File: src/rtl/hd_vector_driver.sv
// Stimulus source and response collector for 8-input one-output predicate blocks.
// Issues exhaustive or LFSR vector sweeps over valid/ready and folds the responses into hit/response counts and a MISR signature.
module hd_vector_driver #(
    parameter int               WIDTH   = 8,
    parameter logic [WIDTH-1:0] POLY    = 8'hB8,
    parameter int               MAX_OUT = 4
) (
    input  logic             clk,
    input  logic             rst,
    input  logic             start,
    input  logic             mode,
    input  logic [WIDTH-1:0] seed,
    output logic             vec_valid,
    output logic [WIDTH-1:0] vec_data,
    input  logic             vec_ready,
    input  logic             res_valid,
    input  logic             res_bit,
    output logic             busy,
    output logic             done,
    output logic [WIDTH:0]   hit_count,
    output logic [WIDTH:0]   resp_count,
    output logic [15:0]      signature,
    output logic             error
);

    localparam int             OUT_W     = 4;
    localparam logic [OUT_W-1:0] OUT_CAP = OUT_W'(MAX_OUT);
    localparam logic [WIDTH:0] LAST_EXH  = {1'b0, {WIDTH{1'b1}}};
    localparam logic [WIDTH:0] LAST_LFSR = LAST_EXH - (WIDTH+1)'(1);

    typedef enum logic [1:0] {IDLE, ISSUE, DRAIN, DONE} state_t;

    function automatic logic [WIDTH-1:0] next_vec(input logic [WIDTH-1:0] v, input logic lfsr);
        if (lfsr)
            next_vec = (v >> 1) ^ (v[0] ? POLY : '0);
        else
            next_vec = v + WIDTH'(1);
    endfunction

    function automatic logic [15:0] misr_step(input logic [15:0] s, input logic b);
        misr_step = {s[14:0], 1'b0} ^ (s[15] ? 16'h1021 : 16'h0000) ^ {15'b0, b};
    endfunction

    state_t           state;
    logic             mode_r;
    logic [WIDTH:0]   issue_cnt;
    logic [OUT_W-1:0] outstanding;

    logic             xfer;
    logic             resp_ok;
    logic             resp_err;
    logic             last_xfer;
    logic [OUT_W-1:0] out_nxt;

    always_comb begin
        xfer      = vec_valid & vec_ready;
        resp_ok   = res_valid & (outstanding != '0);
        resp_err  = res_valid & (outstanding == '0);
        out_nxt   = outstanding + OUT_W'(xfer) - OUT_W'(resp_ok);
        last_xfer = xfer & (issue_cnt == (mode_r ? LAST_LFSR : LAST_EXH));
    end

    always_ff @(posedge clk or posedge rst) begin
        if (rst) begin
            state       <= IDLE;
            mode_r      <= 1'b0;
            issue_cnt   <= '0;
            outstanding <= '0;
            vec_valid   <= 1'b0;
            vec_data    <= '0;
            busy        <= 1'b0;
            done        <= 1'b0;
            hit_count   <= '0;
            resp_count  <= '0;
            signature   <= 16'hFFFF;
            error       <= 1'b0;
        end else begin
            outstanding <= out_nxt;
            if (resp_ok) begin
                resp_count <= resp_count + (WIDTH+1)'(1);
                hit_count  <= hit_count + (WIDTH+1)'(res_bit);
                signature  <= misr_step(signature, res_bit);
            end
            if (resp_err)
                error <= 1'b1;

            case (state)
                IDLE, DONE: begin
                    // A start here always sees outstanding == 0, so the first vector can go out immediately.
                    if (start) begin
                        state      <= ISSUE;
                        busy       <= 1'b1;
                        done       <= 1'b0;
                        mode_r     <= mode;
                        issue_cnt  <= '0;
                        vec_valid  <= 1'b1;
                        vec_data   <= mode ? ((seed == '0) ? WIDTH'(1) : seed) : '0;
                        hit_count  <= '0;
                        resp_count <= '0;
                        signature  <= 16'hFFFF;
                        error      <= 1'b0;
                    end
                end
                ISSUE: begin
                    if (last_xfer) begin
                        state     <= DRAIN;
                        vec_valid <= 1'b0;
                    end else begin
                        if (xfer) begin
                            issue_cnt <= issue_cnt + (WIDTH+1)'(1);
                            vec_data  <= next_vec(vec_data, mode_r);
                        end
                        // A pending vector is never withdrawn; a new one needs room under the cap.
                        vec_valid <= (vec_valid & ~vec_ready) | (out_nxt < OUT_CAP);
                    end
                end
                DRAIN: begin
                    if (outstanding == '0) begin
                        state <= DONE;
                        busy  <= 1'b0;
                        done  <= 1'b1;
                    end
                end
                default: begin
                    state <= IDLE;
                    busy  <= 1'b0;
                    done  <= 1'b0;
                end
            endcase
        end
    end

endmodule

File: config.mk
export PLATFORM = sky130hd
export DESIGN_NAME = hd_vector_driver
export DESIGN_NICKNAME = d
export VERILOG_FILES = /design/src/rtl/hd_vector_driver.sv
export SDC_FILE = /design/constraint.sdc
export NUM_CORES = 1
export LEC_CHECK = 0
export CAP_MARGIN = 20
export CELL_PAD_IN_SITES_DETAIL_PLACEMENT = 1
export CELL_PAD_IN_SITES_GLOBAL_PLACEMENT = 1
export CORE_MARGIN = 10
export CORE_UTILIZATION = 43
export CTS_CLUSTER_SIZE = 25
export DETAILED_ROUTE_END_ITERATION = 8
export PLACE_DENSITY = 0.82
export SETUP_SLACK_MARGIN = 0.3
export SLEW_MARGIN = 20
export SYNTH_ARGS = -nofsm -noshare
export SYNTH_HDL_FRONTEND = slang
export SYNTH_SLANG_ARGS = --single-unit
File: constraint.sdc
create_clock -name clk -period 4.5 [get_ports clk]
set_input_delay 0.9 -clock clk [delete_from_list [all_inputs] [get_ports clk]]
set_output_delay 0.9 -clock clk [all_outputs]
set_load 0.01 [all_outputs]
Word-level counts from Yosys, hierarchy flattened --
Cells that the tools add are included.
Word-level totals: memory bits (writable) 0, flip-flop bits (word level) 62, word-level logic and storage cells 88, bits in read-only memories 0, latch bits 0, memories kept 0, bits of input ports 15
Cells by class: div/mod/pow operators 0, equality and inequality tests 9, order comparisons 1, bitwise logic cells 10, reductions and logical operators 12, muxes and demuxes 38, $add $sub $neg 6, multiply operators 0, shift-type cells 0
Operators with widths (number):
- 9-bit two-way mux | 9
- 8-bit two-way mux | 7
- 16-bit two-way mux | 3
- 9-bit by 1-bit adder with 9-bit output, second input constant | 2
- 9-bit one-hot mux with 2 select lines | 1
- 8-bit one-hot mux with 2 select lines | 1
- 16-bit by 1-bit bitwise XOR with 16-bit output | 1
- 16-bit by 13-bit bitwise XOR with 16-bit output | 1
- 13-bit two-way mux | 1
- 2-bit != test, second input constant | 5
- 9-bit by 1-bit adder with 9-bit output | 1
- 9-bit by 8-bit == test with 1-bit output | 1
- 1-bit two-way mux | 9
- 8-bit by 1-bit adder with 8-bit output, second input constant | 1
- 8-bit logical NOT | 1
- 7-bit by 8-bit bitwise XOR with 8-bit output | 1
- 2-bit two-way mux | 3
- 1-bit one-hot mux with 2 select lines | 3
- 2-bit one-hot mux with 3 select lines | 1
- 3-bit AND reduction | 2
- 1-bit AND | 5
- 4-bit by 1-bit adder with 4-bit output | 1
- 2-bit == test, second input constant | 2
- 4-bit logical NOT | 1
- other kinds (11) | 13

Logic depth before layout (Yosys ltp) --
Gate-level depths: netlist of run 1.
depth after elaboration 7, mapped depth 12, depth with buffers taken out 11

Worst setup path before layout of run 1 --
OpenSTA, ideal clock, no wires.
path type input to register, start input res_valid, end register vec_valid, library setup time 78 ps, data arrival time 2966 ps, stages 10, data required time 4422 ps, path buffers 3, path slack 1457 ps, path through clkbuf_1 -> and2_1 -> clkbuf_1 -> clkbuf_1 -> nand2_1 -> ha_1 -> a211oi_1 -> xor2_1 -> o31a_1 -> a21oi_1
On the way: cells in the longest elaborated chain, start to end 6
Ends and longest elaborated chain:
- start, declared | RTL line 16 | input logic res_valid,
- 1-bit AND | RTL line 57 | resp_ok = res_valid & (outstanding != '0);
- 4-bit by 1-bit subtractor with 4-bit output | RTL line 59 | out_nxt = outstanding + OUT_W'(xfer) - OUT_W'(resp_ok);
- 4-bit by 3-bit less-than comparator with 1-bit output | RTL line 114 | vec_valid <= (vec_valid & ~vec_ready) | (out_nxt < OUT_CAP);
- 1-bit bitwise OR | RTL line 114
- 1-bit two-way mux | RTL line 105 | if (last_xfer) begin
- 1-bit one-hot mux with 2 select lines | RTL line 87 | case (state)
- end signal, assigned | RTL line 114
- end, declared | RTL line 13 | output logic vec_valid,
Every way passes these cells. A chain may end at the register's enable or synchronous reset.

Worst setup path after layout of run 1 --
Ends and elaborated chain as after synthesis.

==> flow_metrics.tcl, run 1 <==
set metrics [dict create \
    path_class "in2reg" \
    nFillCells 903 \
    fp.dieArea_um2 11800 \
    vias 2964 \
    routed_via_density 5.646 \
    crit_slowest_cell "clkdlybuf4s50_1" \
    slew_headroom_pct 41.68 \
    power.leakage_nw 1.798 \
    ant_nets 0 \
    first_iter_violations 102 \
    drcViolationCount 0 \
    place.gp.congestion 0.8116 \
    synth_fp_nets 388 \
    irDropWorstVdd_mv 0.3659 \
    whs_ps 502.0 \
    cts_setup_buffers 0 \
    layout_common_cells "clkdlybuf4s50_1, nand2_1, dfrtp_1, nand3_1, o21ai_0" \
    dp_slack_ps 1103 \
    cts_sinks 62 \
    setup_viol 0 \
    ys_ff_latch 62 \
    finalNetCount 446 \
    end_kind "register" \
    synthArstFlopShare_pct 100.0 \
    track_usage_pct 16.93 \
    synth_cells 360 \
    grt_start_max_net_pins 41 \
    yosys-top-cells-area "dfrtp_1, dfstp_2, nand2_1, ha_1, nand3_1" \
    holdBufCountCts 0 \
    portBuffers 60 \
    ios 61 \
    clk_pin_slew_ps 80 \
    drv_slew 0 \
    avgSynthCellArea_um2 9.384 \
    overflow 0 \
    grt_pass1_wl_um 16080 \
    wl_um 9543 \
    dp.cells 509 \
    status "finished clean" \
    cts_tree "yes" \
    synth.largest_area_cell "dfrtp_1" \
    wl_per_cell_um 18.18 \
    final_cells 525 \
    clock_path_buffers 2 \
    fp.dieW_um 108.6 \
    yosys_most_used_dff "dfrtp_1" \
    drive_gt1_share_pct 10.40 \
    drt-pass1-iter-count 4 \
    worst-path-buf-inv 3 \
    critPathMaxStageDelay_ps 660 \
    worst_pin_slew_ps 873.5 \
    final_hold_viol_count 0 \
    worst_slack_ps 1442 \
    crit_arrival_ps 3250 \
    cts.repair.resized 0 \
    finalCriticalPeriod_ps 3058 \
    floorplan.rows 32 \
    cap_violations 0 \
    required_ps 4690 \
    htreeDepth 3 \
    area_delta_synth_final_pct 26.74 \
    grt_pass1_vias 3183 \
    synth-edff-count 0 \
    min_path_type "reg2reg" \
    start_util_pct 43.95 \
    fin_skew_ps 10.02 \
    core_um2 7687 \
    cts_buffers 9 \
    synth.top_cell.area_share_pct 34.07 \
    place_hpwl_um 6880 \
    path_cells "clkdlybuf4s50_1 -> and2_1 -> buf_4 -> xnor2_1 -> ha_1 -> inv_1 -> fa_1 -> a32oi_1 -> o31a_1 -> a21oi_1" \
    antenna_found_initial 0 \
    syn_area_um2 3378 \
    clkLatencyLatePin_ps 350 \
    min_period_over_period_pct 67.96 \
    diodes 0 \
    synth-seq-area-share_pct 46.52 \
    rsz0062_at_grt "false" \
    max_freq_ghz 0.3270 \
    clock_tree.root_cell "clkbuf_8" \
    ys_types 54 \
    ys.warnings.count 0 \
    setup_tns_ps 0 \
    cp_top_family "buffers and inverters" \
    die_height_um 108.6 \
    cp_max_fo 19 \
    final_common_cell "clkdlybuf4s50_1" \
    cp-start-kind "input port" \
    p_per_area_nw_per_um2 667.5 \
]
-- worst min-delay path: stages, from the launching register on --
cell     delay (ps)
dfstp_2         380
nand2_1          50
nand3_1          70
-- synthesized netlist by cell type (9+ instances only) --
cell	instances
nand2_1	53
dfrtp_1	46
nand3_1	27
o21ai_0	24
nor2_1	18
a21oi_1	16
dfstp_2	16
inv_1	15
clkbuf_1	13
ha_1	12
nand4_1	11
xnor2_1	10
xor2_1	10
a31oi_1	9
or3_1	9
-- through the flow --
stage | power (mW) | util (%) | cell area (µm²)
finish | 2.858 | 55.70 | 4282
global route | 3.079 | 55.70 | 4282
CTS | 2.887 | 55.70 | 4282
detailed placement | 2.308 | 52.82 | 4060
global placement | 2.234 | 52.82 | 4060
floorplan | 1.786 | - | 3378
-- per-layer routing --
layer | up-vias | routed length (µm) | global-route usage [%] | part of all wire, %
li1 | 1403 | - | - | -
met1 | 1489 | 4220 | 19.78 | 44
met2 | 56 | 4653 | 29.01 | 49
met3 | 16 | 457 | 4.189 | 4.8
met4 | 0 | 211 | 7.156 | 2.2
met5 | - | 0 | 0 | 0
-- kinds of logic (layout without fill, tap and decap cells) --
logic type      Yosys count  after routing  synth area share (%)
simple gates            143            143                 20.89
compound gates           82             82                 15.82
flops                    62             62                 46.52
buf+inv                  31             94                 3.592
xor+xnor                 21             21                 5.667
fa+ha+maj                13             13                 5.037
mux                       8              8                 2.481
-- worst paths after layout --
path	slack (ps)	endpoint	startpoint	depth (start not counted)
setup / recovery	1440	vec_valid	res_valid	10
setup reg to reg	1470	vec_valid	outstanding[2]	12
max in group asynchronous	2540	signature[9]	rst	3
hold / removal	500	signature[11]	signature[10]	2
min in group asynchronous	1060	resp_count[6]	rst	2
hold reg to reg	500	signature[11]	signature[10]	2
-- final cells by class --
class	count	area, µm²	area share [%]
Multi-Input combinational cell	267	1685	39.36
Timing Repair Buffer	62	615.6	14.38
Clock buffer	9	123.9	2.893
Inverter	16	60.06	1.403
Tap cell	102	127.6	2.981
Clock inverter	7	97.59	2.279
Sequential cell	62	1572	36.70
-- registers in the layout, indices dropped and copies added, names as in the netlist, 2 cells and up --
register     count
vec_data         8
outstanding      4
hit_count        9
signature       16
issue_cnt        9
resp_count       9
state            2
-- where the power goes --
group          switching (mW)  total [mW]  internal, mW
Combinational           0.708        1.30         0.597
Sequential              0.209       0.993         0.783
Clock                   0.247       0.561         0.314
Total                    1.16        2.86          1.69
Note: power is estimated with default switching activity, not from simulation.
==> inputs of run 2 (changes only) <==
--- a/config.mk
+++ b/config.mk
@@ -9,10 +9,10 @@
 export CELL_PAD_IN_SITES_DETAIL_PLACEMENT = 1
 export CELL_PAD_IN_SITES_GLOBAL_PLACEMENT = 1
 export CORE_MARGIN = 10
-export CORE_UTILIZATION = 43
+export CORE_UTILIZATION = 40
 export CTS_CLUSTER_SIZE = 25
 export DETAILED_ROUTE_END_ITERATION = 8
-export PLACE_DENSITY = 0.82
+export PLACE_DENSITY = 0.77
 export SETUP_SLACK_MARGIN = 0.3
 export SLEW_MARGIN = 20
 export SYNTH_ARGS = -nofsm -noshare
==> constraint.sdc (replaced) <==
create_clock -name clk -period 3 [get_ports clk]
set_input_delay 0.6 -clock clk [delete_from_list [all_inputs] [get_ports clk]]
set_output_delay 0.6 -clock clk [all_outputs]
set_load 0.01 [all_outputs]
==> run 2 against run 1 <==
  * Sequential cell count unchanged
  * Global-route usage decreased by 0.76 points
  * Hold slack got worse by 2.2 ps
  * Final area up 2.0%
  * Core utilization down 2.6 points
  * Via count rose by 3.8%
  * Critical path depth grew 1
  * Sequential power grew 50%
  * Total power grew 52%
==> flow_metrics.tcl, run 2 (same netlist as run 1, synthesis figures left out) <==
set metrics [dict create \
    min_period_over_period_pct 83.72 \
    cp_max_fo 3 \
    drt-pass1-iter-count 4 \
    clock_tree.root_cell "clkbuf_8" \
    area_delta_synth_final_pct 29.26 \
    antenna_found_initial 0 \
    whs_ps 499.8 \
    fp.dieArea_um2 12520 \
    slew_headroom_pct 48.62 \
    nFillCells 937 \
    setup_viol 0 \
    r2r-start "outstanding[2]" \
    wl_um 10090 \
    max_freq_ghz 0.3982 \
    power.leakage_nw 1.853 \
    dp_slack_ps 223.9 \
    fp.dieW_um 111.9 \
    ios 61 \
    rsz0062_at_grt "false" \
    cts_buffers 9 \
    fin_util_pct 53.14 \
    clkLatencyLatePin_ps 350 \
    min_path_type "reg2reg" \
    drive_gt1_share_pct 13.39 \
    die_height_um 111.9 \
    grt_pass1_wl_um 16960 \
    clock_path_buffers 2 \
    wl_per_cell_um 18.76 \
    routed_via_density 5.717 \
    floorplan.rows 33 \
    vias 3076 \
    final_hold_viol_count 0 \
    place_hpwl_um 7322 \
    overflow 0 \
    place.gp.congestion 0.8112 \
    fin_skew_ps 8.376 \
    holdBufCountCts 0 \
    hold_path_end "signature[10]" \
    worst_slack_ps 488.5 \
    critPathMaxStageDelay_ps 390 \
    first_iter_violations 106 \
    portBuffers 60 \
    crit_arrival_ps 2740 \
    cts_tree "yes" \
    clk_pin_slew_ps 70 \
    status "finished clean" \
    path_cells "inv_1 -> ha_1 -> or3b_4 -> and2_4 -> xnor2_2 -> ha_2 -> inv_1 -> fa_2 -> a32oi_2 -> o31a_1 -> a21oi_1" \
    hp-start "signature[10]" \
    worst-path-buf-inv 2 \
    required_ps 3220 \
    multi_input_area_um2 1710 \
    path_class "reg2reg" \
    r2r_slack_ps 490 \
    grt_start_max_net_pins 36 \
    irDropWorstVdd_mv 0.3918 \
    p_per_area_nw_per_um2 993.3 \
    start_util_pct 41.11 \
    seq_area_um2 1572 \
    htreeDepth 3 \
    track_usage_pct 16.16 \
    largest_register_ffs 16 \
    reg2reg_to "vec_valid" \
    crit_slowest_cell "fa_2" \
    cp_top_family "adder cells" \
    drcViolationCount 0 \
    end_kind "register" \
    cts_sinks 62 \
    cap_violations 0 \
    hold_depth 2 \
    layout_common_cells "clkdlybuf4s50_1, nand2_1, dfrtp_1, nand3_1, o21ai_0" \
    reg2reg_depth 11 \
    top_register "signature" \
    finalNetCount 456 \
    ant_nets 0 \
    final_common_cell "clkdlybuf4s50_1" \
    setup_tns_ps 0 \
    diodes 0 \
    finalCriticalPeriod_ps 2512 \
    grt_pass1_vias 3327 \
    power_mw 4.338 \
    core_um2 8217 \
    drv_slew 0 \
    critPathMostFrequentCell "inv_1" \
    worst_pin_slew_ps 768.8 \
    cp-start-kind "register" \
]
==> run 2: worst max-delay path by stage <==
stage                    from   endpoint  slack [ps]  cells after the start
2_1_floorplan       res_valid  vec_valid         340                     10
3_3_place_gp        res_valid  vec_valid         370                      9
3_5_place_dp        vec_ready  vec_valid         220                      9
4_1_cts        outstanding[2]  vec_valid         340                     11
5_1_grt        outstanding[2]  vec_valid         370                     11
6_report       outstanding[2]  vec_valid         490                     11
==> run 2: repair_timing <==
action | CTS | global route
endpoints found under the hold margin | 0 | 0
cloned | 0 | 0
buffers inserted | 0 | 0
endpoints found under the setup margin | 1 | 1
pin swaps | 1 | 4
gates resized for setup | 2 | 4
==> run 2: metal layers <==
metal / vias up / part of all wire, % / GRT usage, %
met5: - / 0 / 0
met4: 0 / 1.5 / 6.255
met3: 12 / 4.7 / 4.026
met2: 59 / 50 / 27.43
met1: 1579 / 44 / 19.14
li1: 1426 / - / -
==> run 2: layout make-up <==
type                            instances  area share [%]
Timing Repair Buffer                   72           16.10
Tap cell                              105           3.009
Inverter                               16           1.375
Clock buffer                           10           2.923
Multi-Input combinational cell        267           39.17
Clock inverter                          6           1.433
Sequential cell                        62           35.99
==> run 2: report_power, final <==
part | switching (mW) | total, mW | internal, mW
Clock | 0.354 | 0.736 | 0.382
Combinational | 1.12 | 2.11 | 0.991
Sequential | 0.316 | 1.49 | 1.17
Total | 1.79 | 4.34 | 2.55
==> run 2: worst register-to-register path, stage by stage, from the launching register on <==
cell,delay [ps]
dfrtp_1,370
inv_1,80
ha_1,160
or3b_4,380
and2_4,180
xnor2_2,140
ha_2,210
inv_1,60
fa_2,390
a32oi_2,190
o31a_1,160
a21oi_1,60
==> run 2: stage by stage <==
step                      instance area [µm²]  cells
after floorplan                          3379    360
after global placement                   4151    522
after detailed placement                 4151    522
after CTS                                4347    538
after global routing                     4367    538
final                                    4367    538
==> RTL change: new RTL, settings of run 2 <==
The 4 states of `state_t` get a one-hot encoding in 4 bits.
--- a/src/rtl/hd_vector_driver.sv
+++ b/src/rtl/hd_vector_driver.sv
@@ -30,3 +30,3 @@
 
-    typedef enum logic [1:0] {IDLE, ISSUE, DRAIN, DONE} state_t;
+    typedef enum logic [3:0] {IDLE = 4'b0001, ISSUE = 4'b0010, DRAIN = 4'b0100, DONE = 4'b1000} state_t;
 
Function: no difference found for any inputs over 4 cycles, from zero or initial values and one cycle with rst high; so few cycles prove little.
==> RTL change against run 2 <==
- die area grew 2.0%
- setup slack gained 0.082 ns
- critical endpoint unchanged
- clock skew is 0.0017 ns lower
- final cell count up 0.74%
- fmax grew 3.4%
- final area down 0.26%
- hold slack worse by 0.0061 ns
- synthesized cell count increased by 4.2%
- power is 10% lower
- sequential share of layout area is 1.3 points higher
- critical path type is now input pin to flop
- synthesized area increased by 2.4%
- routed wire length is 8.2% lower
- sequential cell count increased by 2
==> RTL change: results (changes against run 2) <==
Outcome
  – Status: complete, no violations

Synthesis
  – Post-synthesis compound-gate area fraction: 0.09364 (-0.06451)
  – Unique masters post-synth: 50 (-7.4%)
  – Post-Synth Adder-Cell Area: 0.03832 (-0.01205)
  – Largest cells by area after synthesis: dfrtp_1 (34%), dfstp_2 (13%), nand2_1 (6.5%)
  – Multiplexer share of the synthesized area: 0.01808 (-0.006738)
  – Share of the yosys chip area belonging to registers: 0.4689 (+0.003723)
  – Xor and xnor fraction of the mapped netlist area: 0.08351 (+0.02685)

Route
  – DR WL met3: 547 µm (+16%)
  – Vias per std cell: 5.452 (-4.6%)
  – WL met1: 4.479 mm (+1.8%)
  – Metal2 WL: 4.108 mm (-19%)
  – 1st-iter DRT viols: 100 (-5.7%)
  – Drt wl/cell: 17.09 µm (-8.9%)

Final layout
  – Nets@finish: 457 (+0.22%)
  – Layout cell share with drive strength beyond 1: 0.1213 (-0.01267)

Clocking
  – Post-CTS Resized: 0 (-2)
  – Clk buf depth: 2 (unchanged)

STA
  – Clock Skew: 0.006653 ns (-0.001723 ns)
  – Least-Margin Pin Slew: 0.8087 ns (+0.03989 ns)

Setup path
  – CP arrival: 2.66 ns (-0.08 ns)
  – CP Launch Point: res_valid
  – CP max-delay cell: clkdlybuf4s50_1
  – Max incr delay on CP: 0.57 ns (+0.18 ns)
  – Largest fanout on the critical path: 5 (+2)
  – R2R Setup Slk: 0.70 ns (+0.21 ns)

Global routing
  – GRT Overall Usage: 0.1515 (-0.01011)
  – Largest net degree at the start of global routing: 45 (+25%)
  – Met1 usage: 0.2023 (+0.01097)
  – First-pass GRT wire length: 16.29 mm (-4.0%)
  – Routing usage on met2: 0.2239 (-0.05039)

Pwr
  – Leakage: 0.001854 µW (about the same)

Place
  – Placer congestion estimate: 0.7830 (-3.5%)
==> RTL change: area by class of cell <==
| class | count | area (µm²) |
|---|---|---|
| fillers | 947 | 3944 |
| clock inverters | 5 | 27.53 |
| repair buffers | 66 | 658.1 |
| clock buffers | 11 | 152.6 |
| multi-input cells | 283 | 1733 |
| inverters | 8 | 30.03 |
| well taps | 105 | 131.4 |
| flip-flops and latches | 64 | 1623 |
==> RTL change: where the power goes <==
group / leakage [µW] / internal, µW / switching (µW) / total (µW)
logic: 0.000956 / 827 / 818 / 1640
registers: 0.000799 / 1200 / 344 / 1550
clock network: 0.0000989 / 347 / 345 / 692
total: 0.00185 / 2380 / 1510 / 3880
==> RTL change: metrics by stage <==
step	cells	hold WS, ns	total power [µW]	setup slack (ns)
final	542	0.4937	3884	0.5705
after global routing	542	0.5209	4205	0.3547
after CTS	542	0.4994	3939	0.5751
after detailed placement	526	0.4881	3225	0.2188
after global placement	526	0.4779	3140	0.3634
after floorplan	375	0.4715	2486	0.3783
